### src/rtl/uart_cmd_ctrl.sv
`default_nettype none
// ============================================================================
// Module      : uart_cmd_ctrl
// Description : Command-frame controller behind a UART receiver.
//               Assembles 5-byte frames {A5, CMD, ADDR, DATA, CHK} from the
//               receiver byte stream, validates the checksum and command, and
//               issues one write or one read on a register-file port. Read
//               data is returned on a valid/ready response channel.
//
// Ports       : clk, rst                 - clock, synchronous active-high reset
//               rx_data[7:0], rx_done    - received byte + one-cycle strobe
//               wr_en, wr_addr, wr_data  - register-file write strobe/address/data
//               rd_en, rd_addr           - register-file read strobe/address
//               rd_data[7:0]             - read data, valid the cycle after rd_en
//               rsp_valid, rsp_data      - pending response byte (held until ready)
//               rsp_ready                - consumer accepts the response
//               busy                     - a frame is being assembled
//               chk_err, cmd_err,
//               tout_err, ovf_err        - one-cycle error pulses
//
// Revision    : 1.0 - initial release
// ============================================================================
module uart_cmd_ctrl #(
    parameter int unsigned TIMEOUT_CYC = 8680
) (
    input  logic       clk,
    input  logic       rst,
    input  logic [7:0] rx_data,
    input  logic       rx_done,
    output logic       wr_en,
    output logic [7:0] wr_addr,
    output logic [7:0] wr_data,
    output logic       rd_en,
    output logic [7:0] rd_addr,
    input  logic [7:0] rd_data,
    output logic       rsp_valid,
    output logic [7:0] rsp_data,
    input  logic       rsp_ready,
    output logic       busy,
    output logic       chk_err,
    output logic       cmd_err,
    output logic       tout_err,
    output logic       ovf_err
);

    // ------------------------------------------------------------------------
    // Constants
    // ------------------------------------------------------------------------
    localparam logic [2:0]  c_ST_IDLE   = 3'd0;
    localparam logic [2:0]  c_ST_CMD    = 3'd1;
    localparam logic [2:0]  c_ST_ADDR   = 3'd2;
    localparam logic [2:0]  c_ST_DATA   = 3'd3;
    localparam logic [2:0]  c_ST_CHK    = 3'd4;

    localparam logic [7:0]  c_HDR       = 8'hA5;
    localparam logic [7:0]  c_CMD_WR    = 8'h01;
    localparam logic [7:0]  c_CMD_RD    = 8'h02;

    // Counter value at which the frame is abandoned (TIMEOUT_CYC cycles of
    // silence after the last accepted byte).
    localparam logic [31:0] c_TOUT_LAST = 32'(TIMEOUT_CYC - 1);

    // ------------------------------------------------------------------------
    // Registers
    // ------------------------------------------------------------------------
    logic [2:0]  r_state;
    logic [31:0] r_cnt;
    logic [7:0]  r_cmd;
    logic [7:0]  r_addr;
    logic [7:0]  r_data;
    logic        r_wr_en;
    logic [7:0]  r_wr_addr;
    logic [7:0]  r_wr_data;
    logic        r_rd_en;
    logic [7:0]  r_rd_addr;
    logic        r_rd_pend;   // rd_en was high last cycle: rd_data is valid now
    logic        r_rsp_valid;
    logic [7:0]  r_rsp_data;
    logic        r_busy;
    logic        r_chk_err;
    logic        r_cmd_err;
    logic        r_tout_err;
    logic        r_ovf_err;

    // ------------------------------------------------------------------------
    // Next-state values
    // ------------------------------------------------------------------------
    logic [2:0]  w_state_nxt;
    logic [31:0] w_cnt_nxt;
    logic [7:0]  w_cmd_nxt;
    logic [7:0]  w_addr_nxt;
    logic [7:0]  w_data_nxt;
    logic        w_wr_en_nxt;
    logic [7:0]  w_wr_addr_nxt;
    logic [7:0]  w_wr_data_nxt;
    logic        w_rd_en_nxt;
    logic [7:0]  w_rd_addr_nxt;
    logic        w_rsp_valid_nxt;
    logic [7:0]  w_rsp_data_nxt;
    logic        w_chk_err_nxt;
    logic        w_cmd_err_nxt;
    logic        w_tout_err_nxt;
    logic        w_ovf_err_nxt;

    logic [7:0]  w_sum;
    logic        w_tout;
    logic        w_rsp_blocked;

    // 8-bit running sum; the carry is intentionally dropped.
    assign w_sum         = r_cmd + r_addr + r_data;

    // A byte in the same cycle as the boundary wins over the timeout.
    assign w_tout        = (r_state != c_ST_IDLE) && !rx_done && (r_cnt == c_TOUT_LAST);

    // A new read would overwrite a response the consumer has not yet taken.
    assign w_rsp_blocked = r_rsp_valid && !rsp_ready;

    // ------------------------------------------------------------------------
    // Frame FSM, timeout counter and response channel
    // ------------------------------------------------------------------------
    always_comb begin
        w_state_nxt     = r_state;
        w_cmd_nxt       = r_cmd;
        w_addr_nxt      = r_addr;
        w_data_nxt      = r_data;
        w_wr_en_nxt     = 1'b0;
        w_wr_addr_nxt   = r_wr_addr;
        w_wr_data_nxt   = r_wr_data;
        w_rd_en_nxt     = 1'b0;
        w_rd_addr_nxt   = r_rd_addr;
        w_chk_err_nxt   = 1'b0;
        w_cmd_err_nxt   = 1'b0;
        w_tout_err_nxt  = 1'b0;
        w_ovf_err_nxt   = 1'b0;
        w_rsp_valid_nxt = r_rsp_valid;
        w_rsp_data_nxt  = r_rsp_data;

        if ((r_state == c_ST_IDLE) || rx_done || w_tout) begin
            w_cnt_nxt = '0;
        end else begin
            w_cnt_nxt = r_cnt + 32'd1;
        end

        if (w_tout) begin
            w_state_nxt    = c_ST_IDLE;
            w_tout_err_nxt = 1'b1;
        end else if (rx_done) begin
            case (r_state)
                c_ST_IDLE: begin
                    if (rx_data == c_HDR) begin
                        w_state_nxt = c_ST_CMD;
                    end
                end
                c_ST_CMD: begin
                    w_cmd_nxt   = rx_data;
                    w_state_nxt = c_ST_ADDR;
                end
                c_ST_ADDR: begin
                    w_addr_nxt  = rx_data;
                    w_state_nxt = c_ST_DATA;
                end
                c_ST_DATA: begin
                    w_data_nxt  = rx_data;
                    w_state_nxt = c_ST_CHK;
                end
                c_ST_CHK: begin
                    w_state_nxt = c_ST_IDLE;
                    if (rx_data != w_sum) begin
                        w_chk_err_nxt = 1'b1;
                    end else if (r_cmd == c_CMD_WR) begin
                        w_wr_en_nxt   = 1'b1;
                        w_wr_addr_nxt = r_addr;
                        w_wr_data_nxt = r_data;
                    end else if (r_cmd == c_CMD_RD) begin
                        if (w_rsp_blocked) begin
                            w_ovf_err_nxt = 1'b1;
                        end else begin
                            w_rd_en_nxt   = 1'b1;
                            w_rd_addr_nxt = r_addr;
                        end
                    end else begin
                        w_cmd_err_nxt = 1'b1;
                    end
                end
                default: begin
                    w_state_nxt = c_ST_IDLE;
                end
            endcase
        end

        // Frame length guarantees a capture never coincides with a pending
        // response, so capture simply takes precedence over the handshake.
        if (r_rd_pend) begin
            w_rsp_valid_nxt = 1'b1;
            w_rsp_data_nxt  = rd_data;
        end else if (r_rsp_valid && rsp_ready) begin
            w_rsp_valid_nxt = 1'b0;
        end
    end

    always_ff @(posedge clk) begin
        if (rst) begin
            r_state     <= c_ST_IDLE;
            r_cnt       <= '0;
            r_cmd       <= '0;
            r_addr      <= '0;
            r_data      <= '0;
            r_wr_en     <= 1'b0;
            r_wr_addr   <= '0;
            r_wr_data   <= '0;
            r_rd_en     <= 1'b0;
            r_rd_addr   <= '0;
            r_rd_pend   <= 1'b0;
            r_rsp_valid <= 1'b0;
            r_rsp_data  <= '0;
            r_busy      <= 1'b0;
            r_chk_err   <= 1'b0;
            r_cmd_err   <= 1'b0;
            r_tout_err  <= 1'b0;
            r_ovf_err   <= 1'b0;
        end else begin
            r_state     <= w_state_nxt;
            r_cnt       <= w_cnt_nxt;
            r_cmd       <= w_cmd_nxt;
            r_addr      <= w_addr_nxt;
            r_data      <= w_data_nxt;
            r_wr_en     <= w_wr_en_nxt;
            r_wr_addr   <= w_wr_addr_nxt;
            r_wr_data   <= w_wr_data_nxt;
            r_rd_en     <= w_rd_en_nxt;
            r_rd_addr   <= w_rd_addr_nxt;
            r_rd_pend   <= r_rd_en;
            r_rsp_valid <= w_rsp_valid_nxt;
            r_rsp_data  <= w_rsp_data_nxt;
            r_busy      <= (w_state_nxt != c_ST_IDLE);
            r_chk_err   <= w_chk_err_nxt;
            r_cmd_err   <= w_cmd_err_nxt;
            r_tout_err  <= w_tout_err_nxt;
            r_ovf_err   <= w_ovf_err_nxt;
        end
    end

    // ------------------------------------------------------------------------
    // Outputs
    // ------------------------------------------------------------------------
    assign wr_en     = r_wr_en;
    assign wr_addr   = r_wr_addr;
    assign wr_data   = r_wr_data;
    assign rd_en     = r_rd_en;
    assign rd_addr   = r_rd_addr;
    assign rsp_valid = r_rsp_valid;
    assign rsp_data  = r_rsp_data;
    assign busy      = r_busy;
    assign chk_err   = r_chk_err;
    assign cmd_err   = r_cmd_err;
    assign tout_err  = r_tout_err;
    assign ovf_err   = r_ovf_err;

endmodule
`default_nettype wire

### config.mk
export PLATFORM = sky130hd
export DESIGN_NAME = uart_cmd_ctrl
export DESIGN_NICKNAME = d
export VERILOG_FILES = /design/src/rtl/uart_cmd_ctrl.sv
export SDC_FILE = /design/constraint.sdc
export NUM_CORES = 1
export LEC_CHECK = 0
export BUFFER_PORTS_ARGS = -buffer_cell sky130_fd_sc_hd__buf_4
export CORE_UTILIZATION = 50
export CTS_CLUSTER_DIAMETER = 150
export DETAILED_ROUTE_END_ITERATION = 8
export GPL_ROUTABILITY_DRIVEN = 0
export PLACE_DENSITY = 0.76
export SLEW_MARGIN = 20
export SYNTH_ARGS = -nofsm -noshare
export SYNTH_HDL_FRONTEND = slang
export SYNTH_SLANG_ARGS = --single-unit
### constraint.sdc
create_clock -name clk -period 3.5 [get_ports clk]
set_input_delay 0.175 -clock clk [delete_from_list [all_inputs] [get_ports clk]]
set_output_delay 0.175 -clock clk [all_outputs]
set_load 0.01 [all_outputs]
==> impl_metrics.env, run 1 <==
export IMPL_synth_async_sr_flop_share_pct=0
export IMPL_post_synth_fa_ha_maj_area_fraction_pct=5.48
export IMPL_worst_ep_arrival_time_ps=3520
export IMPL_syn2layout_area_growth_pct=15.1
export IMPL_switching_share_pct=26.1
export IMPL_count_of_antenna_diodes_in_the_layout=0
export IMPL_floorplan_rows=34
export IMPL_timing_critical_path_required_ps=3800
export IMPL_io_buffer_count=59
export IMPL_clk_root_buffer_cell="sky130_fd_sc_hd__clkbuf_8"
export IMPL_die_height_um=97.1
export IMPL_synthMuxAreaShare_pct=3.76
export IMPL_r2r_worst_path_cells=10
export IMPL_track_usage_pct=22.9
export IMPL_synth_most_common_cell="sky130_fd_sc_hd__dfxtp_1"
export IMPL_clk_transition_reported_paths_ps=100
export IMPL_synth_lib_cells_used_distinct=45
export IMPL_wire_length_of_the_first_global_routing_pass_mm=17.5
export IMPL_final_setup_skew_ps=9.90
export IMPL_postCtsSetupRepairBufs=0
export IMPL_synth_largest_area_cell="sky130_fd_sc_hd__dfxtp_1"
export IMPL_whs_path_depth=3
export IMPL_combinational_family_with_the_most_area_after_synthesis="simple AND/OR/NAND/NOR gates"
export IMPL_dp_hpwl_mm=7.51
export IMPL_postLayoutCoreUtil_pct=59.7
export IMPL_pwr_share_comb_pct=6.7
export IMPL_powerDensity_mw_per_mm2=381
export IMPL_ys_seq_elements=100
export IMPL_report_final_hold_viol_count=0
export IMPL_ctsResizeCount=0
export IMPL_xor_xnor_cell_area_share_of_the_yosys_netlist_pct=8.44
export IMPL_route_detailed_vias_per_inst=5.71
export IMPL_cts_hold_buf=0
export IMPL_p_leak_nw=1.90
export IMPL_post_synth_instance_area_mm2=0.00452
export IMPL_status="complete, no violations"
export IMPL_cts_tree="built"
export IMPL_design_portCount=60
export IMPL_flip_flop_cell_with_the_highest_count_after_synthesis="sky130_fd_sc_hd__dfxtp_1"
export IMPL_max_cap_violations=0
export IMPL_drt_iter0_drc=198
export IMPL_nNetsFinal=594
export IMPL_complex_gate_fraction_of_the_synthesized_area_pct=10.7
export IMPL_clock_insertion_delay_worst_skew_ps=370
export IMPL_setup_reg_to_reg_worst_slack_ps=280
export IMPL_power_total_w=0.00198
export IMPL_initial_core_util_pct=51.9
export IMPL_grt_max_degree=66
export IMPL_syn_nets=547
export IMPL_post_route_period_util_pct=91.9
export IMPL_synth_seq_area_share_pct=44.3
export IMPL_finalSetupViolCount=0
export IMPL_routed_wirelength_normalized_by_instance_count_um=15.5
export IMPL_synthesis_instances=512
export IMPL_tightest_slew_ps=840
export IMPL_number_of_filler_cells_placed_in_the_layout=772
export IMPL_cts_htree_levels=3
export IMPL_grt_remaining_overflow=0
export IMPL_average_cell_area_after_synthesis_um2=8.83
export IMPL_layout_min_cycle_time_ps=3220
export IMPL_timing_worst_setup_path_type="flop to flop"
export IMPL_crit_path_max_fanout=21
export IMPL_fp_dieW_um=97.1
export IMPL_synth_edff_count=0
export IMPL_first_global_vias=3596
export IMPL_synth_top_cells_by_area="sky130_fd_sc_hd__dfxtp_1, sky130_fd_sc_hd__nor2_1, sky130_fd_sc_hd__a21oi_1, sky130_fd_sc_hd__xor2_1, sky130_fd_sc_hd__nand4_1"
export IMPL_setup_total_negative_slack_ps=0
export IMPL_maxSlewHeadroom_pct=43.6
export IMPL_unrepaired_setup_endpoints_after_global_routing="false"
export IMPL_synthTopCellsByCount="sky130_fd_sc_hd__dfxtp_1, sky130_fd_sc_hd__nor2_1, sky130_fd_sc_hd__nand2_1, sky130_fd_sc_hd__a21oi_1, sky130_fd_sc_hd__nand4_1"
export IMPL_cp_start_kind="flop"
export IMPL_report_final_slew_viol_count=0
export IMPL_highest_clock_rate_ghz=0.311
export IMPL_post_detailed_route_count_of_antenna_violating_nets=0
export IMPL_cts_max_path_buffers=2
export IMPL_core_area_mm2=0.00872
export IMPL_drc=0
export IMPL_total_switching_power_w=0.000517
export IMPL_dieArea_mm2=0.00943
export IMPL_routed_wirelength_mm=10.4
export IMPL_final_cell_count_without_fillers=672
export IMPL_max_vdd_ir_drop_mv=0.232
export IMPL_cts_inserted_buffers=9
export IMPL_dr_total_vias=3837
export IMPL_synthDominantCellAreaShare_pct=44.3
export IMPL_yosys_area_share_simple_pct=23.8
export IMPL_sequential_fraction_of_design_power_pct=58.4
export IMPL_grt_antenna_before_repair=0
export IMPL_final_design_area_no_fill_mm2=0.00520
export IMPL_final_layout_size_suffix_gt1_share_pct=15.4
export IMPL_clock_power_share_pct=35.0
export IMPL_yosys_warnings=0
export IMPL_dp_cells=656
export IMPL_hold_path_class="input pin to flop"
export IMPL_internal_power_w=0.00147
export IMPL_detailedRoute_firstPassIterationCount=5
export IMPL_detailed_place_area_mm2=0.00501
export IMPL_nature_of_the_critical_path_endpoint="flop"
export IMPL_cts_num_sinks=100
-- final timing paths --
check	start	endpoint
setup / recovery	r_addr[1]	rd_addr[2]
hold / removal	rd_data[0]	rsp_data[0]
setup reg to reg	r_addr[1]	rd_addr[2]
hold reg to reg	r_cnt[0]	r_cnt[0]
-- stage by stage --
step	worst slack [ps]	hold slack (ps)
finish	283	34.6
global route	91.6	24.5
CTS	233	23.9
detailed placement	248	422
global placement	390	408
floorplan	691	311
-- cells by family (layout without fill, tap and decap cells) --
group,count (synthesis),in the layout
AO/OA/AOI/OAI,88,88
XOR/XNOR,42,42
adder cells (fa/ha/maj),15,15
buffers and inverters,34,86
flip-flops,100,100
multiplexers,17,17
AND/OR/NAND/NOR,216,216
-- layer usage --
| metal | share of wire (%) | global-route usage [%] | up-vias |
|---|---|---|---|
| li1 | - | - | 1882 |
| met1 | 45 | 30.9 | 1825 |
| met2 | 47 | 36.4 | 110 |
| met3 | 5.7 | 5.54 | 20 |
| met4 | 1.9 | 6.77 | 0 |
| met5 | 0 | 0 | - |
-- state kept, by name, summed over array words and instances (netlist names) --
signal,flops
busy,1
chk_err,1
cmd_err,1
ovf_err,1
r_addr,8
r_cmd,8
r_cnt,32
r_data,8
r_rd_pend,1
r_state,3
rd_addr,8
rd_en,1
rsp_data,8
rsp_valid,1
tout_err,1
wr_addr,8
wr_data,8
wr_en,1
-- cell usage in the layout (no fill, tap or decap), drive strengths merged, types with 2 or more instances in the layout --
master	netlist	final
nor4b	2	2
and3	7	7
nand4	32	32
nor3	11	11
nor2	66	66
nand3	15	15
clkbuf	16	9
inv	7	11
xnor2	18	18
fa	8	8
xor2	23	23
ha	7	7
buf	11	63
a21o	2	2
and2	2	2
dfxtp	100	100
nor4	11	11
and4	6	6
a211oi	4	4
mux2i	17	17
o21ai	28	28
nand2	50	50
clkinv	0	3
a21oi	49	49
nor2b	7	7
-- critical path, stage by stage, from the launching register on --
cell and delay [ps]:
sky130_fd_sc_hd__dfxtp_1 430, sky130_fd_sc_hd__fa_1 450, sky130_fd_sc_hd__ha_1 250, sky130_fd_sc_hd__fa_1 430, sky130_fd_sc_hd__xnor2_1 210, sky130_fd_sc_hd__xnor2_1 110
sky130_fd_sc_hd__nor4_2 420, sky130_fd_sc_hd__o211a_1 350, sky130_fd_sc_hd__buf_12 190, sky130_fd_sc_hd__nand4_1 110, sky130_fd_sc_hd__a21oi_1 190
-- final cells by class --
type / count / area [um^2] / share of cell area [%]
sequential: 100 / 2000 / 38.5
timing repair buffer: 63 / 485 / 9.33
clock buffer: 9 / 124 / 2.38
inverter: 7 / 26.3 / 0.505
multi-input combinational: 378 / 2380 / 45.6
clock inverter: 7 / 56.3 / 1.08
tap: 108 / 135 / 2.60
-- power by group through the flow --
stage,Clock [W],Combinational [W],Sequential (W)
final,0.000694,0.000132,0.00116
after global routing,0.000761,0.000144,0.00116
after CTS,0.000713,0.000128,0.00116
after detailed placement,0,0.000128,0.00118
after global placement,0,0.000124,0.00118
after floorplan,0,0.0000887,0.00118
(Power assumes the default switching activity.)
==> run 2: changes to the inputs <==
Settings changed: BUFFER_PORTS_ARGS -buffer_cell sky130_fd_sc_hd__buf_4 to unset, DONT_BUFFER_PORTS set to 1, PLACE_DENSITY 0.76 to 0.7.
==> impl_metrics.env, run 2 (synthesized netlist as in run 1, its figures left out) <==
export IMPL_status="complete, no violations"
export IMPL_worst_ep_arrival_time_ps=3550
export IMPL_post_route_period_util_pct=93.7
export IMPL_finalSetupViolCount=0
export IMPL_unrepaired_setup_endpoints_after_global_routing="false"
export IMPL_maxSlewHeadroom_pct=35.0
export IMPL_timing_critical_path_cells="fa_1 > ha_1 > fa_1 > xnor2_1 > nand3_1 > nor4_1 > o211a_1 > buf_4 > nand2_1 > nor4_1"
export IMPL_highest_clock_rate_ghz=0.305
export IMPL_number_of_filler_cells_placed_in_the_layout=762
export IMPL_floorplan_rows=34
export IMPL_report_final_hold_viol_count=0
export IMPL_core_area_mm2=0.00872
export IMPL_post_detailed_route_count_of_antenna_violating_nets=0
export IMPL_drc=0
export IMPL_grt_antenna_before_repair=0
export IMPL_leading_cell_type_in_the_layout_fill_and_taps_excluded="sky130_fd_sc_hd__dfxtp_1"
export IMPL_nature_of_the_critical_path_endpoint="flop"
export IMPL_dp_hpwl_mm=6.98
export IMPL_drt_iter0_drc=246
export IMPL_dieArea_mm2=0.00943
export IMPL_area_used_by_multi_input_combinational_logic_mm2=0.00236
export IMPL_finalWorstSetupSlack_ps=222
export IMPL_clk_transition_reported_paths_ps=100
export IMPL_powerDensity_mw_per_mm2=435
export IMPL_layout_min_cycle_time_ps=3280
export IMPL_dr_total_vias=3696
export IMPL_cpPeakStageDelay_ps=500
export IMPL_internal_power_w=0.00169
export IMPL_clock_insertion_delay_worst_skew_ps=360
export IMPL_grt_max_degree=64
export IMPL_cts_inserted_buffers=9
export IMPL_route_detailed_vias_per_inst=5.85
export IMPL_track_usage_pct=24.2
export IMPL_timing_worst_setup_path_type="flop to flop"
export IMPL_hold_path_class="input pin to flop"
export IMPL_critical_path_slowest_cell="sky130_fd_sc_hd__fa_1"
export IMPL_wire_length_of_the_first_global_routing_pass_mm=18.2
export IMPL_largest_register_ff_count=32
export IMPL_max_vdd_ir_drop_mv=0.228
export IMPL_max_flop_register="r_cnt"
export IMPL_grt_remaining_overflow=0
export IMPL_pwr_share_comb_pct=5.7
export IMPL_postCtsSetupRepairBufs=0
export IMPL_post_place_ws_ps=332
export IMPL_p_leak_nw=1.71
export IMPL_cts_max_path_buffers=2
export IMPL_cts_htree_levels=3
export IMPL_count_of_antenna_diodes_in_the_layout=0
export IMPL_first_global_vias=3596
export IMPL_layout_cells_most_common_list="sky130_fd_sc_hd__dfxtp_1, sky130_fd_sc_hd__nor2_1, sky130_fd_sc_hd__nand2_1"
export IMPL_die_height_um=97.1
export IMPL_area_sequential_mm2=0.00200
export IMPL_io_buffer_count=0
export IMPL_critical_path_n_buffers_inverters=1
export IMPL_nNetsFinal=554
export IMPL_setup_total_negative_slack_ps=0
export IMPL_initial_core_util_pct=51.9
export IMPL_routed_wirelength_mm=10.8
export IMPL_final_setup_skew_ps=11.6
export IMPL_cp_start_kind="flop"
export IMPL_crit_path_max_fanout=26
export IMPL_total_switching_power_w=0.000484
export IMPL_design_portCount=60
export IMPL_switching_share_pct=22.2
export IMPL_max_cap_violations=0
export IMPL_timing_critical_path_required_ps=3770
export IMPL_final_layout_size_suffix_gt1_share_pct=4.96
export IMPL_detailedRoute_firstPassIterationCount=4
export IMPL_cts_num_sinks=100
export IMPL_clock_power_share_pct=41.1
export IMPL_syn2layout_area_growth_pct=10.7
export IMPL_report_final_slew_viol_count=0
export IMPL_fp_dieW_um=97.1
export IMPL_cts_tree="built"
export IMPL_tightest_slew_ps=968
export IMPL_worst_path_dominant_cell_family="adder cells"
export IMPL_routed_wirelength_normalized_by_instance_count_um=17.1
export IMPL_clk_root_buffer_cell="sky130_fd_sc_hd__clkbuf_8"
export IMPL_sequential_fraction_of_design_power_pct=53.2
[run 2: changes by cell type in the layout (fill, tap and decap cells not counted), sizes merged]
cell,change
buf,-58
bufinv,+3
clkbuf,+2
clkinv,-2
dlygate4sd3,+18
inv,-3
[run 2: path summary, 6_finish.rpt]
path / end / slack, ps / from / depth (start not counted)
setup / recovery: cmd_err / 220 / r_cmd[1] / 10
hold / removal: r_state[2] / 20 / rx_done / 3
setup reg to reg: cmd_err / 220 / r_cmd[1] / 10
hold reg to reg: r_cnt[0] / 450 / r_cnt[0] / 1
[run 2: metrics by stage]
stage / area, um^2 / utilization, % / power (W) / std cells / hold WS, ps
2_1_floorplan: 4520 / - / 0.00127 / 512 / 311
3_3_place_gp: 4550 / 52.2 / 0.00127 / 597 / 255
3_5_place_dp: 4550 / 52.2 / 0.00127 / 597 / 258
4_1_cts: 5010 / 57.4 / 0.00220 / 632 / 10.1
5_1_grt: 5010 / 57.4 / 0.00226 / 632 / 35.5
6_report: 5010 / 57.4 / 0.00218 / 632 / 23.2
[run 2: timing repair]
item                                   CTS  global route
hold buffers                            19             0
endpoints found under the hold margin   65             0
resized for setup                        0             0
[run 2: worst reg2reg max path, cell delays in order, from the launching register on]
cell	delay, ps
sky130_fd_sc_hd__dfxtp_1	370
sky130_fd_sc_hd__fa_1	500
sky130_fd_sc_hd__ha_1	250
sky130_fd_sc_hd__fa_1	500
sky130_fd_sc_hd__xnor2_1	110
sky130_fd_sc_hd__nand3_1	90
sky130_fd_sc_hd__nor4_1	480
sky130_fd_sc_hd__o211a_1	220
sky130_fd_sc_hd__buf_4	270
sky130_fd_sc_hd__nand2_1	150
sky130_fd_sc_hd__nor4_1	250
[run 2: routing by layer]
layer  GRT usage (%)  vias to the layer above  wire length, um
met2            35.8                      115             4810
met1            33.0                     1757             4910
met4            9.30                        0              253
met5               0                        -                0
li1                -                     1805                -
met3            7.55                       19              835
[run 2: power by group through the flow]
stage	combinational [W]	clock, W	sequential, W
finish	0.000124	0.000896	0.00116
detailed placement	0.0000857	0	0.00118
global placement	0.0000841	0	0.00118
floorplan	0.0000887	0	0.00118
CTS	0.000122	0.000916	0.00116
global route	0.000136	0.000962	0.00116
[run 2: cell type report]
type                    instances  area share [%]
clock buffers                  11            2.82
inverters                       7           0.525
multi-input cells             378            47.1
flip-flops and latches        100            40.0
well taps                     108            2.70
clock inverters                 5            2.15
repair buffers                 23            4.75
==> run 3: changes to the inputs <==
Settings changed: HOLD_SLACK_MARGIN set to 0.05, PLACE_DENSITY 0.7 to 0.73, SLEW_MARGIN 20 to 40.
Clock period 3.5 ns to 2.7 ns, I/O delays scaled along.
==> impl_metrics.env, run 3 (synthesized netlist as in run 1, its figures left out) <==
export IMPL_failed_checks="negative setup slack"
export IMPL_cp_start_kind="flop"
export IMPL_unrepaired_setup_endpoints_after_global_routing="true"
export IMPL_cts_max_path_buffers=2
export IMPL_area_sequential_mm2=0.00201
export IMPL_clk_transition_reported_paths_ps=100
export IMPL_p_leak_nw=1.85
export IMPL_grt_remaining_overflow=0
export IMPL_powerDensity_mw_per_mm2=487
export IMPL_track_usage_pct=23.8
export IMPL_final_layout_size_suffix_gt1_share_pct=12.8
export IMPL_count_of_antenna_diodes_in_the_layout=0
export IMPL_hold_path_class="input pin to flop"
export IMPL_cts_inserted_buffers=9
export IMPL_post_route_period_util_pct=103
export IMPL_floorplan_rows=34
export IMPL_post_detailed_route_count_of_antenna_violating_nets=0
export IMPL_final_cell_count_without_fillers=657
export IMPL_drc=0
export IMPL_initial_core_util_pct=51.9
export IMPL_layout_min_cycle_time_ps=2790
export IMPL_area_used_by_multi_input_combinational_logic_mm2=0.00247
export IMPL_dr_total_vias=3806
export IMPL_maxSlewHeadroom_pct=51.3
export IMPL_tightest_slew_ps=724
export IMPL_routed_wirelength_normalized_by_instance_count_um=16.7
export IMPL_report_final_hold_viol_count=0
export IMPL_io_buffer_count=0
export IMPL_core_area_mm2=0.00872
export IMPL_design_portCount=60
export IMPL_clock_insertion_delay_worst_skew_ps=370
export IMPL_max_cap_violations=0
export IMPL_die_height_um=97.1
export IMPL_syn2layout_area_growth_pct=17.2
export IMPL_crit_path_max_fanout=13
export IMPL_first_global_vias=3606
export IMPL_grt_max_degree=65
export IMPL_layout_cells_most_common_list="sky130_fd_sc_hd__dfxtp_1, sky130_fd_sc_hd__nor2_1, sky130_fd_sc_hd__nand2_1, sky130_fd_sc_hd__a21oi_1, sky130_fd_sc_hd__nand4_1"
export IMPL_grt_antenna_before_repair=0
export IMPL_nNetsFinal=579
export IMPL_detailedRoute_firstPassIterationCount=7
export IMPL_leading_cell_type_in_the_layout_fill_and_taps_excluded="sky130_fd_sc_hd__dfxtp_1"
export IMPL_highest_clock_rate_ghz=0.358
export IMPL_worst_ep_arrival_time_ps=3080
export IMPL_status="finished, violations left"
export IMPL_drt_iter0_drc=230
export IMPL_clk_root_buffer_cell="sky130_fd_sc_hd__clkbuf_8"
export IMPL_largest_register_ff_count=32
export IMPL_timing_worst_setup_path_type="flop to flop"
export IMPL_report_final_slew_viol_count=0
export IMPL_wire_length_of_the_first_global_routing_pass_mm=17.8
export IMPL_cts_tree="built"
export IMPL_cts_num_sinks=100
export IMPL_finalWorstSetupSlack_ps=-93.6
export IMPL_finalSetupViolCount=25
export IMPL_dieArea_mm2=0.00943
export IMPL_dp_cells=618
export IMPL_route_detailed_vias_per_inst=5.79
export IMPL_nature_of_the_critical_path_endpoint="flop"
export IMPL_cts_htree_levels=3
export IMPL_dp_hpwl_mm=7.40
export IMPL_number_of_filler_cells_placed_in_the_layout=707
export IMPL_fp_dieW_um=97.1
export IMPL_max_flop_register="r_cnt"
export IMPL_setup_total_negative_slack_ps=-993
export IMPL_max_vdd_ir_drop_mv=0.268
export IMPL_setup_reg_to_reg_worst_slack_ps=-90
export IMPL_timing_critical_path_required_ps=2990
export IMPL_final_setup_skew_ps=11.0
export IMPL_routed_wirelength_mm=11.0
## run 3: worst max-delay path, cell delays in order, from the launching register on
cell and delay [ps]:
sky130_fd_sc_hd__dfxtp_2 340, sky130_fd_sc_hd__fa_1 470, sky130_fd_sc_hd__ha_2 210, sky130_fd_sc_hd__fa_2 370
sky130_fd_sc_hd__xnor2_2 160, sky130_fd_sc_hd__xnor2_2 150, sky130_fd_sc_hd__nor4_4 320, sky130_fd_sc_hd__o211a_4 260
sky130_fd_sc_hd__buf_12 140, sky130_fd_sc_hd__nand4_1 100, sky130_fd_sc_hd__a21oi_1 200
## run 3: repair_timing
action                                 CTS  global route
pin swaps                                3            12
endpoints found under the hold margin   68             0
cloned                                   0             1
setup endpoints to repair               26            29
gates resized for setup                  5            36
buffers inserted                         0             2
hold buffers                            20             0
## run 3: per-layer routing
metal,up-vias,global-route usage [%],wire (um)
met2,127,38.6,5200
met3,17,6.40,763
met4,0,9.76,248
met5,-,0,0
met1,1811,30.0,4740
li1,1851,-,-
## run 3: layout make-up
cell class	count	share of cell area, %
Multi-Input combinational cell	378	46.5
Sequential cell	100	37.8
Timing Repair Buffer	48	9.18
Clock buffer	13	3.00
Tap cell	108	2.55
Inverter	7	0.496
Clock inverter	3	0.401
## run 3: worst paths after layout
path / from / to / cells past startpoint
max: r_cmd[1] / rd_addr[0] / 10
min: rst / r_cmd[5] / 2
max reg2reg: r_cmd[1] / rd_addr[0] / 10
min reg2reg: r_cnt[0] / r_cnt[0] / 1
## run 3: per-stage QoR
step	instance area (um^2)	power [W]	utilization, %	hold WS [ps]	worst slack [ps]
finish	5300	0.00258	60.8	105	-93.6
global route	5300	0.00269	60.8	116	-219
CTS	5170	0.00260	59.3	94.9	-113
detailed placement	4760	0.00167	54.5	219	-108
global placement	4760	0.00167	54.5	216	-36.2
floorplan	4530	0.00164	-	271	37.9
## run 3: power breakdown
| group | switching [W] | internal (W) | leakage (nW) | total [W] |
|---|---|---|---|---|
| sequential | 0.0000133 | 0.00149 | 0.808 | 0.00150 |
| clock | 0.000495 | 0.000387 | 0.0896 | 0.000882 |
| combinational | 0.000113 | 0.0000903 | 0.948 | 0.000204 |
